===== src/rtl/uart_cmd_loader_pkg.sv =====
`default_nettype none
// ============================================================================
// Module      : uart_cmd_pkg
// Description : Shared types and default constants for the UART command
//               loader (receiver state encoding, frame/baud defaults).
// Revision    : 1.0 - initial release
// ============================================================================
package uart_cmd_pkg;

    localparam int CMD_BYTES_DEF    = 7;
    localparam int CLKS_PER_BIT_DEF = 104;

    // Receiver state encoding; PARITY is only reachable in the 8E1 build.
    typedef enum logic [2:0] {
        IDLE   = 3'd0,
        START  = 3'd1,
        DATA   = 3'd2,
        STOP   = 3'd3,
        PARITY = 3'd4
    } rx_state_t;

endpackage
`default_nettype wire


===== src/rtl/uart_cmd_loader_if.sv =====
`default_nettype none
// ============================================================================
// Module      : uart_cmd_loader_if
// Description : Command-RAM write port bundle (strobe, address, data).
//               master = loader side, slave = RAM side.
// Revision    : 1.0 - initial release
// ============================================================================
interface uart_cmd_loader_if #(
    parameter int ADDR_W = 12
);
    logic              ram_we;
    logic [ADDR_W-1:0] ram_addr;
    logic [7:0]        ram_out;

    modport master (output ram_we, output ram_addr, output ram_out);
    modport slave  (input  ram_we, input  ram_addr, input  ram_out);
endinterface
`default_nettype wire


===== src/rtl/uart_cmd_loader_rx_core.sv =====
`default_nettype none
// ============================================================================
// Module      : uart_rx_core
// Description : 8N1 UART receiver: rx synchronizer, receiver FSM, baud and bit
//               counters, LSB-first shift register. Emits a one-cycle
//               byte_vld with the received byte, and a frm_err_pulse when a
//               stop bit is sampled low. Build macro UART_PARITY_EN switches
//               to 8E1 and adds par_err_pulse.
// Revision    : 1.0 - initial release
// ============================================================================
module uart_rx_core
    import uart_cmd_pkg::*;
#(
    parameter int CLKS_PER_BIT = CLKS_PER_BIT_DEF
) (
    input  wire logic       clk,
    input  wire logic       rst,
    input  wire logic       rx,
    output logic            byte_vld,
    output logic [7:0]      data,
    output logic            busy,
`ifdef UART_PARITY_EN
    output logic            par_err_pulse,
`endif
    output logic            frm_err_pulse
);

    localparam int c_CNT_W = $clog2(CLKS_PER_BIT);
    localparam logic [c_CNT_W-1:0] c_FULL_M1 = c_CNT_W'(CLKS_PER_BIT - 1);
    localparam logic [c_CNT_W-1:0] c_HALF_M1 = c_CNT_W'((CLKS_PER_BIT / 2) - 1);
    localparam logic [c_CNT_W-1:0] c_ONE     = c_CNT_W'(1);

    logic [1:0]         r_sync;
    logic               w_rxs;
    rx_state_t          r_state;
    rx_state_t          w_state_nxt;
    logic [c_CNT_W-1:0] r_baud;
    logic [2:0]         r_bit_cnt;
    logic [7:0]         r_shift;
    logic               r_brk;
    logic               w_full;
    logic               w_half;
`ifdef UART_PARITY_EN
    logic               r_par_bad;
`endif

    assign w_rxs  = r_sync[1];
    assign w_full = (r_baud == c_FULL_M1);
    assign w_half = (r_baud == c_HALF_M1);
    assign data   = r_shift;
    assign busy   = (r_state != IDLE);

    // State register.
    always_ff @(posedge clk) begin
        if (rst) r_state <= IDLE;
        else     r_state <= w_state_nxt;
    end

    // Next-state decode and single-cycle event outputs.
    always_comb begin
        w_state_nxt   = r_state;
        byte_vld      = 1'b0;
        frm_err_pulse = 1'b0;
`ifdef UART_PARITY_EN
        par_err_pulse = 1'b0;
`endif
        case (r_state)
            IDLE: begin
                if (!w_rxs) w_state_nxt = START;
            end
            START: begin
                // Mid-start-bit check: a high line here was only a glitch.
                if (w_half) w_state_nxt = w_rxs ? IDLE : DATA;
            end
            DATA: begin
                if (w_full && (r_bit_cnt == 3'd7)) begin
`ifdef UART_PARITY_EN
                    w_state_nxt = PARITY;
`else
                    w_state_nxt = STOP;
`endif
                end
            end
`ifdef UART_PARITY_EN
            PARITY: begin
                if (w_full) begin
                    w_state_nxt   = STOP;
                    par_err_pulse = ^{r_shift, w_rxs};
                end
            end
`endif
            STOP: begin
                if (r_brk) begin
                    // Line held low after a bad stop bit: wait for idle level.
                    if (w_rxs) w_state_nxt = IDLE;
                end else if (w_full) begin
                    if (w_rxs) begin
                        w_state_nxt = IDLE;
`ifdef UART_PARITY_EN
                        byte_vld    = !r_par_bad;
`else
                        byte_vld    = 1'b1;
`endif
                    end else begin
                        frm_err_pulse = 1'b1;
                    end
                end
            end
            default: w_state_nxt = IDLE;
        endcase
    end

    // Synchronizer, baud/bit counters and data shift register.
    always_ff @(posedge clk) begin
        if (rst) begin
            r_sync    <= 2'b11;
            r_baud    <= '0;
            r_bit_cnt <= 3'd0;
            r_shift   <= 8'd0;
            r_brk     <= 1'b0;
`ifdef UART_PARITY_EN
            r_par_bad <= 1'b0;
`endif
        end else begin
            r_sync <= {r_sync[0], rx};
            case (r_state)
                IDLE: begin
                    r_baud    <= '0;
                    r_bit_cnt <= 3'd0;
                    r_brk     <= 1'b0;
`ifdef UART_PARITY_EN
                    r_par_bad <= 1'b0;
`endif
                end
                START: begin
                    r_baud <= w_half ? '0 : r_baud + c_ONE;
                end
                DATA: begin
                    if (w_full) begin
                        r_baud    <= '0;
                        r_shift   <= {w_rxs, r_shift[7:1]};
                        r_bit_cnt <= r_bit_cnt + 3'd1;
                    end else begin
                        r_baud <= r_baud + c_ONE;
                    end
                end
`ifdef UART_PARITY_EN
                PARITY: begin
                    if (w_full) begin
                        r_baud    <= '0;
                        r_par_bad <= ^{r_shift, w_rxs};
                    end else begin
                        r_baud <= r_baud + c_ONE;
                    end
                end
`endif
                STOP: begin
                    if (!r_brk) begin
                        if (w_full) r_brk  <= !w_rxs;
                        else        r_baud <= r_baud + c_ONE;
                    end
                end
                default: r_baud <= '0;
            endcase
        end
    end

endmodule
`default_nettype wire


===== src/rtl/uart_cmd_loader.sv =====
`default_nettype none
// ============================================================================
// Module      : uart_cmd_loader
// Description : Loads CMD_BYTES UART bytes sequentially into the command RAM
//               write port and raises ready when the frame is complete.
//               clr discards the frame and rearms. Build macro
//               UART_PARITY_EN selects 8E1 framing and adds par_err.
// Revision    : 1.0 - initial release
// ============================================================================
module uart_cmd_loader
    import uart_cmd_pkg::*;
#(
    parameter int CLKS_PER_BIT = CLKS_PER_BIT_DEF,
    parameter int CMD_BYTES    = CMD_BYTES_DEF,
    parameter int ADDR_W       = 12
) (
    input  wire logic          clk,
    input  wire logic          rst,
    input  wire logic          rx,
    input  wire logic          clr,
    uart_cmd_loader_if.master  ram,
    output logic               ready,
    output logic               busy,
    output logic               frm_err,
`ifdef UART_PARITY_EN
    output logic               par_err,
`endif
    output logic               ovr_err
);

    localparam logic [ADDR_W-1:0] c_FRAME_LEN = ADDR_W'(CMD_BYTES);
    localparam logic [ADDR_W-1:0] c_PTR_ONE   = ADDR_W'(1);

    logic              w_byte_vld;
    logic [7:0]        w_byte;
    logic              w_frm_err_pulse;
    logic [ADDR_W-1:0] r_wr_ptr;
    logic              r_ram_we;
    logic [ADDR_W-1:0] r_ram_addr;
    logic [7:0]        r_ram_out;
    logic              r_ready;
    logic              r_frm_err;
    logic              r_ovr_err;
`ifdef UART_PARITY_EN
    logic              w_par_err_pulse;
    logic              r_par_err;
    assign par_err = r_par_err;
`endif

    uart_rx_core #(
        .CLKS_PER_BIT (CLKS_PER_BIT)
    ) u_rx_core (
        .clk           (clk),
        .rst           (rst),
        .rx            (rx),
        .byte_vld      (w_byte_vld),
        .data          (w_byte),
        .busy          (busy),
`ifdef UART_PARITY_EN
        .par_err_pulse (w_par_err_pulse),
`endif
        .frm_err_pulse (w_frm_err_pulse)
    );

    assign ram.ram_we   = r_ram_we;
    assign ram.ram_addr = r_ram_addr;
    assign ram.ram_out  = r_ram_out;
    assign ready        = r_ready;
    assign frm_err      = r_frm_err;
    assign ovr_err      = r_ovr_err;

    // Frame loader: RAM write port, write pointer, ready and sticky flags.
    always_ff @(posedge clk) begin
        if (rst) begin
            r_wr_ptr   <= '0;
            r_ram_we   <= 1'b0;
            r_ram_addr <= '0;
            r_ram_out  <= 8'd0;
            r_ready    <= 1'b0;
            r_frm_err  <= 1'b0;
            r_ovr_err  <= 1'b0;
`ifdef UART_PARITY_EN
            r_par_err  <= 1'b0;
`endif
        end else begin
            r_ram_we <= 1'b0;
            if (clr) begin
                // clr wins over a coincident byte: it is dropped silently.
                r_wr_ptr  <= '0;
                r_ready   <= 1'b0;
                r_frm_err <= 1'b0;
                r_ovr_err <= 1'b0;
`ifdef UART_PARITY_EN
                r_par_err <= 1'b0;
`endif
            end else begin
                // Pointer reaches the frame length the cycle the last strobe
                // is visible, so ready follows one cycle after that strobe.
                if (r_wr_ptr == c_FRAME_LEN) r_ready <= 1'b1;
                if (w_byte_vld) begin
                    if (!r_ready) begin
                        r_ram_we   <= 1'b1;
                        r_ram_addr <= r_wr_ptr;
                        r_ram_out  <= w_byte;
                        r_wr_ptr   <= r_wr_ptr + c_PTR_ONE;
                    end else begin
                        r_ovr_err <= 1'b1;
                    end
                end
                if (w_frm_err_pulse) r_frm_err <= 1'b1;
`ifdef UART_PARITY_EN
                if (w_par_err_pulse) r_par_err <= 1'b1;
`endif
            end
        end
    end

endmodule
`default_nettype wire


===== src/flat_wrapper.sv =====
// flat-port wrapper written by rule: the top's interface ports become plain ports
module uart_cmd_loader_flat import uart_cmd_pkg::*;
#(
    parameter int CLKS_PER_BIT = CLKS_PER_BIT_DEF,
    parameter int CMD_BYTES    = CMD_BYTES_DEF,
    parameter int ADDR_W       = 12
)
  (clk, rst, rx, clr, ready, busy, frm_err, ovr_err, ram_ram_we, ram_ram_addr, ram_ram_out);
  uart_cmd_loader_if #(.ADDR_W(ADDR_W)) ram_i ();
  input  wire logic clk;
  input  wire logic rst;
  input  wire logic rx;
  input  wire logic clr;
  output logic ready;
  output logic busy;
  output logic frm_err;
  output logic ovr_err;
  output wire logic [$bits(ram_i.ram_we)-1:0] ram_ram_we;
  output wire logic [$bits(ram_i.ram_addr)-1:0] ram_ram_addr;
  output wire logic [$bits(ram_i.ram_out)-1:0] ram_ram_out;
  assign ram_ram_we = ram_i.ram_we;
  assign ram_ram_addr = ram_i.ram_addr;
  assign ram_ram_out = ram_i.ram_out;
  uart_cmd_loader #(.CLKS_PER_BIT(CLKS_PER_BIT), .CMD_BYTES(CMD_BYTES), .ADDR_W(ADDR_W)) u_core (.clk(clk), .rst(rst), .rx(rx), .clr(clr), .ram(ram_i), .ready(ready), .busy(busy), .frm_err(frm_err), .ovr_err(ovr_err));
endmodule

===== config.mk =====
export PLATFORM = sky130hd
export DESIGN_NAME = uart_cmd_loader_flat
export DESIGN_NICKNAME = d
export VERILOG_FILES = /design/src/rtl/uart_cmd_loader_pkg.sv /design/src/rtl/uart_cmd_loader_if.sv /design/src/rtl/uart_cmd_loader_rx_core.sv /design/src/rtl/uart_cmd_loader.sv /design/src/flat_wrapper.sv
export SDC_FILE = /design/constraint.sdc
export NUM_CORES = 1
export LEC_CHECK = 0
export CAP_MARGIN = 15
export CORE_AREA = 4 4 67 116
export CTS_BUF_LIST = sky130_fd_sc_hd__clkbuf_8
export CTS_CLUSTER_DIAMETER = 30
export DETAILED_ROUTE_END_ITERATION = 16
export DIE_AREA = 0 0 71 120
export PLACE_DENSITY = 0.6
export SETUP_SLACK_MARGIN = 0.5
export SLEW_MARGIN = 20
export SYNTH_ARGS = -nofsm -noshare
export SYNTH_HDL_FRONTEND = slang
export SYNTH_HIERARCHICAL = 1
export SYNTH_SLANG_ARGS = --single-unit

===== constraint.sdc =====
create_clock -name clk -period 4.15 [get_ports clk]
set_input_delay 1.0375 -clock clk [delete_from_list [all_inputs] [get_ports clk]]
set_output_delay 1.0375 -clock clk [all_outputs]
set_load 0.02 [all_outputs]

Word level (Yosys, flattened, before mapping). Index checks and enable logic that the tools add are counted.

Bitwise logic cells: 3. Add/sub/neg operators: 3. Reductions and logical operators: 15. Eq/ne operators: 14. Multiplexer cells: 27.

Operators by type and width (number): $mux 7 (4); $mux 3 (7); $pmux 7 s3 (1); $add 12x1->12 const B (1); $eq 12x3->1 const B (1); $ne 2x2->1 const B (6); $pmux 3 s4 (1); $mux 1 (11); $reduce_and 2->1 (5); $add 7x1->7 const B (1); $eq 7x6->1 const B (1); $eq 7x7->1 const B (1); $eq 3x2->1 const B (2); $pmux 3 s2 (1); $reduce_and 4->1 (1); $reduce_bool 2->1 (2); $add 3x1->3 const B (1); $eq 3x1->1 const B (1); $eq 3x3->1 const B (1); $logic_not 3->1 (1); $ne 3x3->1 const B (1); $not 1->1 (3); $reduce_and 3->1 (1); $reduce_bool 3->1 (1); other kinds (6) (6).

Flip-flop bits (word level): 60. Logic and storage cells: 75. Bits of input ports: 4.

Logic depth before layout (Yosys ltp). Gate-level depths: netlist (run 1).

Depth after elaboration: 6. Mapped depth: 8.

Hierarchy. The synthesis (run 1) kept the hierarchy.

By module, submodules not included: uart_cmd_loader (cells each 148, sequential area each 720.7 um2, area an instance 1433.9 um2, instances 1); uart_rx_core (cells each 141, sequential area each 460.4 um2, area an instance 1237.4 um2, instances 1).

Worst setup path before layout (run 1). OpenSTA, ideal clock, no wires.

Path type: register to register. Start point: reg u_core.u_rx_core.r_baud[0]. End point: reg u_core.r_wr_ptr[8]. Arrival: 2.099 ns. Required time: 4.079 ns. Period minus slack after synthesis: 2.169 ns. Stages on the path, launching flop included: 9. Path slack: 1.981 ns. Library setup time: 0.071 ns. Buffers on the path: 1. Cell sequence: dfxtp_1 -> ha_1 -> and2_0 -> nand2_1 -> nor2_1 -> nand3b_4 -> buf_6 -> or4_1 -> a21oi_1.

Word-level cells in the longest chain between the ends: 5.

Ends and longest elaborated chain: start: declaration (RTL line uart_cmd_loader_rx_core.sv:37) `logic [c_CNT_W-1:0] r_baud;`; start signal: assignment (RTL line uart_cmd_loader_rx_core.sv:136) `r_baud <= w_half ? '0 : r_baud + c_ONE;`; start signal: assignment (RTL line uart_cmd_loader_rx_core.sv:144) `r_baud <= r_baud + c_ONE;`; start signal: assignment (RTL line uart_cmd_loader_rx_core.sv:160) `else r_baud <= r_baud + c_ONE;`; $eq 7x7->1 (RTL line uart_cmd_loader_rx_core.sv:48) `assign w_full = (r_baud == c_FULL_M1);`; $mux 1 (RTL line uart_cmd_loader_rx_core.sv:96) `end else if (w_full) begin`; $mux 1 (RTL line uart_cmd_loader_rx_core.sv:93) `if (r_brk) begin`; $mux 1 (RTL line uart_cmd_loader_rx_core.sv:67) `case (r_state)`; net u_core.w_byte_vld (RTL line uart_cmd_loader.sv:34) `logic w_byte_vld;`; $reduce_and 2->1 (no line); end signal: assignment (RTL line uart_cmd_loader.sv:105) `r_wr_ptr <= r_wr_ptr + c_PTR_ONE;`; end: declaration (RTL line uart_cmd_loader.sv:37) `logic [ADDR_W-1:0] r_wr_ptr;`.

The timed path passes the listed nets, and every way through them passes these cells. A chain may end at the register's enable or synchronous reset.

Worst setup path in the final report (run 1).
Start point: reg u_core.u_rx_core.r_baud[0]. End point: reg u_core.r_ram_out[2] (netlist: u_core/ram.ram_out[2]).

Word-level cells in the longest chain between the ends: 5.

Ends and longest elaborated chain: $eq 7x7->1 (RTL line uart_cmd_loader_rx_core.sv:48); $mux 1 (RTL line uart_cmd_loader_rx_core.sv:96); $mux 1 (RTL line uart_cmd_loader_rx_core.sv:93); $mux 1 (RTL line uart_cmd_loader_rx_core.sv:67); net u_core.w_byte_vld (RTL line uart_cmd_loader.sv:34); $reduce_and 3->1 (no line); end signal: assignment (RTL line uart_cmd_loader.sv:104) `r_ram_out <= w_byte;`; end: declaration (RTL line uart_cmd_loader.sv:40) `logic [7:0] r_ram_out;`.

The timed path passes the listed nets, and every way through them passes these cells.

==> results of run 1 <==
worst max-delay path: cells and delay by family (launching register included):
kind	cells	cell delay, ps
AND/OR/NAND/NOR	5	1440
flip-flops	1	380
buffers and inverters	1	370
adder cells (fa/ha/maj)	1	290
multiplexers	1	230
cell usage in the layout, fill, tap and decap left out, types with 5 or more instances in the layout:
cell type,synthesis,final
clkinv_2,0,5
nor2_1,43,43
inv_1,6,6
ha_1,9,9
dfxtp_1,59,59
clkdlybuf4s50_1,0,28
nand2_1,21,21
a21oi_1,14,14
nor3_1,6,6
nand3_1,7,7
clkbuf_8,0,10
a31oi_1,7,7
mux2i_1,31,31
o2111ai_1,8,8
o21ai_0,5,5
cell usage after synthesis, types with 2 or more instances:
cell,number,area (µm²)
dfxtp_1,59,1180
nor2_1,43,161
mux2i_1,31,310
nand2_1,21,78.8
a21oi_1,14,70.1
ha_1,9,113
o2111ai_1,8,70.1
a31oi_1,7,43.8
clkbuf_1,7,26.3
nand3_1,7,35.0
inv_1,6,22.5
nor3_1,6,30.0
o21ai_0,5,25.0
nor4_1,4,25.0
o21a_1,4,30.0
o31ai_1,4,30.0
or2_2,4,25.0
or3_1,4,25.0
or4_1,4,30.0
buf_2,3,15.0
o211ai_1,3,22.5
and2_1,2,12.5
buf_4,2,15.0
buf_6,2,22.5
nand2b_1,2,12.5
nand3b_1,2,15.0
nand4_1,2,12.5
nor3b_1,2,15.0
path summary, 6_finish.rpt:
kind                                    from                         end  slack, ps  cells past startpoint
setup / recovery  u_core/u_rx_core/r_baud[0]       u_core/ram.ram_out[2]       1310                      8
hold / removal    u_core/u_rx_core/r_sync[0]  u_core/u_rx_core/r_sync[1]        420                      1
setup reg to reg  u_core/u_rx_core/r_baud[0]       u_core/ram.ram_out[2]       1310                      8
hold reg to reg   u_core/u_rx_core/r_sync[0]  u_core/u_rx_core/r_sync[1]        420                      1
registers in the layout, summed over array words and instances (netlist names):
signal	cells
u_core/frm_err	1
u_core/ovr_err	1
u_core/r_wr_ptr	12
u_core/ram.ram_addr	12
u_core/ram.ram_out	8
u_core/ram.ram_we	1
u_core/ready	1
u_core/u_rx_core/data	8
u_core/u_rx_core/r_baud	7
u_core/u_rx_core/r_bit_cnt	3
u_core/u_rx_core/r_brk	1
u_core/u_rx_core/r_state	2
u_core/u_rx_core/r_sync	2
power by group through the flow:
stage / registers (µW) / clock network [µW] / logic [µW]
after floorplan: 586 / 0 / 66.0
after global routing: 576 / 551 / 96.7
after detailed placement: 588 / 0 / 86.5
after global placement: 588 / 0 / 84.4
final: 575 / 508 / 86.3
after CTS: 575 / 526 / 87.0
cell type report:
| type | count | area, µm² | area share [%] |
|---|---|---|---|
| clock buffers | 10 | 138 | 4.30 |
| inverters | 7 | 26.3 | 0.822 |
| clock inverters | 6 | 55.1 | 1.72 |
| flip-flops and latches | 59 | 1180 | 36.9 |
| multi-input cells | 209 | 1390 | 43.5 |
| repair buffers | 31 | 303 | 9.47 |
| well taps | 84 | 105 | 3.29 |
routing by layer:
metal,wire (µm),share of wire [%],GRT usage (%),up-vias
li1,-,-,-,1101
met1,2390,40,15.6,1044
met2,3320,55,27.4,33
met3,175,2.9,4.27,12
met4,140,2.3,8.47,0
met5,0,0,0,-
logic make-up after synthesis:
family | after synthesis | share of synthesized area (%)
xor gates and xnor gates | 2 | 0.656
muxes | 31 | 11.6
and+or+nand+nor | 113 | 21.7
AOI/OAI and AO/OA | 54 | 13.7
DFF | 59 | 44.2
adders and majority gates | 9 | 4.22
buffers and inverters | 21 | 3.93
per-stage QoR:
step | cells | instance area (µm²)
after floorplan | 289 | 2670
after global placement | 390 | 3010
after detailed placement | 390 | 3010
after CTS | 406 | 3200
after global routing | 406 | 3200
final | 406 | 3200
==> metrics.yaml, run 1 <==
initial_core_util_pct: 39.2
finish.utilization_pct: 47.0
antennaDiodeCount: 0
synth-edff-count: 0
crit_top_cell: "nor2_1"
first_global_vias: 2217
via_per_inst: 5.39
power_frac_seq_pct: 49.2
critPathKind: "register to register"
dieArea_um2: 8520
chipHeight_um: 120
hold_buffers: 0
maxCapViolCount: 0
synth_seq_cells: 59
setup_viol: 0
synthToLayoutAreaGrowth_pct: 19.7
crit_fanout: 16
antenna_left: 0
status: "completed"
grt_max_degree: 25
final_layout_size_suffix_gt1_share_pct: 9.32
synth_ff_type: "dfxtp_1"
syn_area_per_cell_um2: 9.24
grt_overflow: 0
min_period_ps: 2840
power.leakage_uw: 0.00107
cts_resized: 0
worstMarginPinSlew_ps: 956
fillCellCount: 699
p_switching_uw: 281
crit_path_start_kind: "register"
post_cts_buffers: 0
rsz0062_at_grt: "false"
synth_fp_nets: 302
clock_sinks: 59
routedWlPerCell_um: 14.8
post-place-ws_ps: 1290
drtIter0Drc: 90
io_buffer_count: 28
clock_latency_ps: 330
clk_pin_slew_ps: 60
cts_made_buffers: 9
routed_wl_um: 6030
final_hold_viol_count: 0
first_pass_iters: 4
cp-end-kind: "register"
cpPeakStageDelay_ps: 510
drv_slew: 0
dp_hpwl_um: 4360
fin_ws_ps: 1310
netlist_area_um2: 2670
hold_path_class: "register to register"
async_flop_share_pct: 0
cts.root.buffer_cell: "clkbuf_8"
critical_path_arrival_ps: 3060
power_uw: 1170
grt_antenna_before_repair: 0
netlist_instances: 289
crit_slowest_cell: "nor3b_2"
fmax_mhz: 352
gp_congestion: 0.761
finalCritPeriodShare_pct: 68.4
maxSlewHeadroom_pct: 36.1
ios: 29
grt_pass1_wl_um: 10300
p_clk_share_pct: 43.5
coreArea_um2: 6810
cp_cell_sequence: "ha_1 > and2_0 > nand2_1 > nor2_1 > nor3b_2 > buf_4 > mux2i_1 > nor2_1"
fin_skew_ps: 7.72
grt_usage_pct: 15.3
swShare_pct: 24.0
ir_drop_mv: 0.232
cp.required_ps: 4370
ctsHtreeMaxLevel: 3
clock_path_buffers: 2
p_int_uw: 889
num_vias: 2190
yosysWarnings: 6
seq_area_frac_synth_pct: 44.2
die_w_um: 71
final_nets: 330
rows: 40
drc: 0
yosysUniqueCellTypes: 50
finalSetupTns_ps: 0
cts_tree: "done"
comb_power_share_pct: 7.4
fin_hold_ws_ps: 415
powerDensity_nw_per_um2: 366
No activity file was read; power rests on OpenSTA's default activity.
==> run 2, diff against run 1 <==
- PLACE_DENSITY: 0.6 -> 0.62
- clock period: 4.15 -> 2.3 ns (I/O delays scaled with it)
==> run 2 against run 1 <==
Net effect: non-clock buffer count is 24 higher; via count grew 8.5%; sequential cell count did not move; critical path depth shrank 1; critical endpoint is now u_core/r_wr_ptr[8]; clock skew decreased by 1.5 ps; wire length up 10%; sequential share of layout area down 4.0 points; die area is the same; worst setup slack lost 860 ps.
==> metrics.yaml, run 2 (synthesis gave the netlist of run 1 again) <==
dieArea_um2: 8520
setup_viol: 0
finalCritPeriodShare_pct: 80.5
grt_antenna_before_repair: 0
min_period_ps: 1850
grt_usage_pct: 16.1
rows: 40
rsz0062_at_grt: "true"
final_hold_viol_count: 0
final_nets: 356
maxCapViolCount: 0
crit_path_start_kind: "register"
grt_pass1_wl_um: 10900
final_layout_size_suffix_gt1_share_pct: 26.1
hold_path_class: "register to register"
cp.required_ps: 2570
cts.root.buffer_cell: "clkbuf_8"
num_vias: 2377
cts_tree: "done"
ir_drop_mv: 0.434
die_w_um: 71
status: "completed"
grt_max_degree: 44
coreArea_um2: 6810
clock_latency_ps: 330
finish.utilization_pct: 53.8
maxSlewHeadroom_pct: 71.4
first_pass_iters: 4
powerDensity_nw_per_um2: 626
clk_pin_slew_ps: 70
cp-end-kind: "register"
final_cells: 432
critPathKind: "register to register"
ctsHtreeMaxLevel: 3
power.leakage_uw: 0.00142
io_buffer_count: 28
via_per_inst: 5.50
drc: 0
cts_made_buffers: 9
antennaDiodeCount: 0
chipHeight_um: 120
initial_core_util_pct: 39.2
first_global_vias: 2276
antenna_left: 0
fmax_mhz: 540
synthToLayoutAreaGrowth_pct: 37.0
drtIter0Drc: 153
dp_hpwl_um: 4180
fin_skew_ps: 6.24
clock_path_buffers: 2
routed_wl_um: 6650
grt_overflow: 0
critical_path_arrival_ps: 2130
worstMarginPinSlew_ps: 427
routedWlPerCell_um: 15.4
clock_sinks: 59
gp_congestion: 0.807
place_inst: 392
finalSetupTns_ps: 0
layout_commonest_cell: "dfxtp_1"
ios: 29
drv_slew: 0
final_cell_mix: "49 x dfxtp_1, 42 x nor2_1, 31 x mux2i_1"
crit_fanout: 6
## run 2: power by group
group / switching, µW / internal [µW]
Clock: 397 / 663
Sequential: 10.7 / 1030
Combinational: 121 / 73.5
## run 2: layout make-up
| type | instances | area [µm²] |
|---|---|---|
| inverter | 7 | 26.3 |
| clock inverter | 5 | 75.1 |
| fill | 671 | 3150 |
| timing repair buffer | 55 | 508 |
| multi-input combinational | 211 | 1590 |
| clock buffer | 11 | 151 |
| sequential | 59 | 1210 |
| tap | 84 | 105 |
## run 2: per-stage QoR
step	power, µW	setup WS, ps	area, µm²	hold WS, ps
finish	2290	447	3660	429
detailed placement	1220	299	3090	406
CTS	2290	304	3480	433
floorplan	1180	488	2720	392
global placement	1220	320	3090	406
global route	2390	375	3660	439
## run 2: final timing paths
path / startpoint / endpoint / slack, ps / cells past startpoint
setup / recovery: u_core/u_rx_core/r_baud[4] / u_core/r_wr_ptr[8] / 450 / 7
hold / removal: u_core/u_rx_core/r_sync[0] / u_core/u_rx_core/r_sync[1] / 430 / 1
setup reg to reg: u_core/u_rx_core/r_baud[4] / u_core/r_wr_ptr[8] / 450 / 7
hold reg to reg: u_core/u_rx_core/r_sync[0] / u_core/u_rx_core/r_sync[1] / 430 / 1
## run 2: metal layers
layer / GRT usage (%) / share of wire [%] / up-vias
met4: 7.76 / 3.1 / 0
met2: 27.4 / 52 / 61
met1: 17.7 / 41 / 1132
met3: 5.11 / 3.6 / 20
li1: - / - / 1164
met5: 0 / 0 / -
## run 2: worst max-delay path, stage by stage, from the launching register on
cell	delay [ps]
dfxtp_4	360
and4bb_2	330
nand2_2	80
nor2_4	140
buf_6	120
nand3b_4	100
or4_4	540
a21oi_2	120
## run 2: timing repair
item,4_1_cts,5_1_grt
gates resized for setup,40,31
pin swaps,10,16
hold buffers,0,0
setup endpoints to repair,61,51
buffers inserted,13,8
gates cloned,3,0
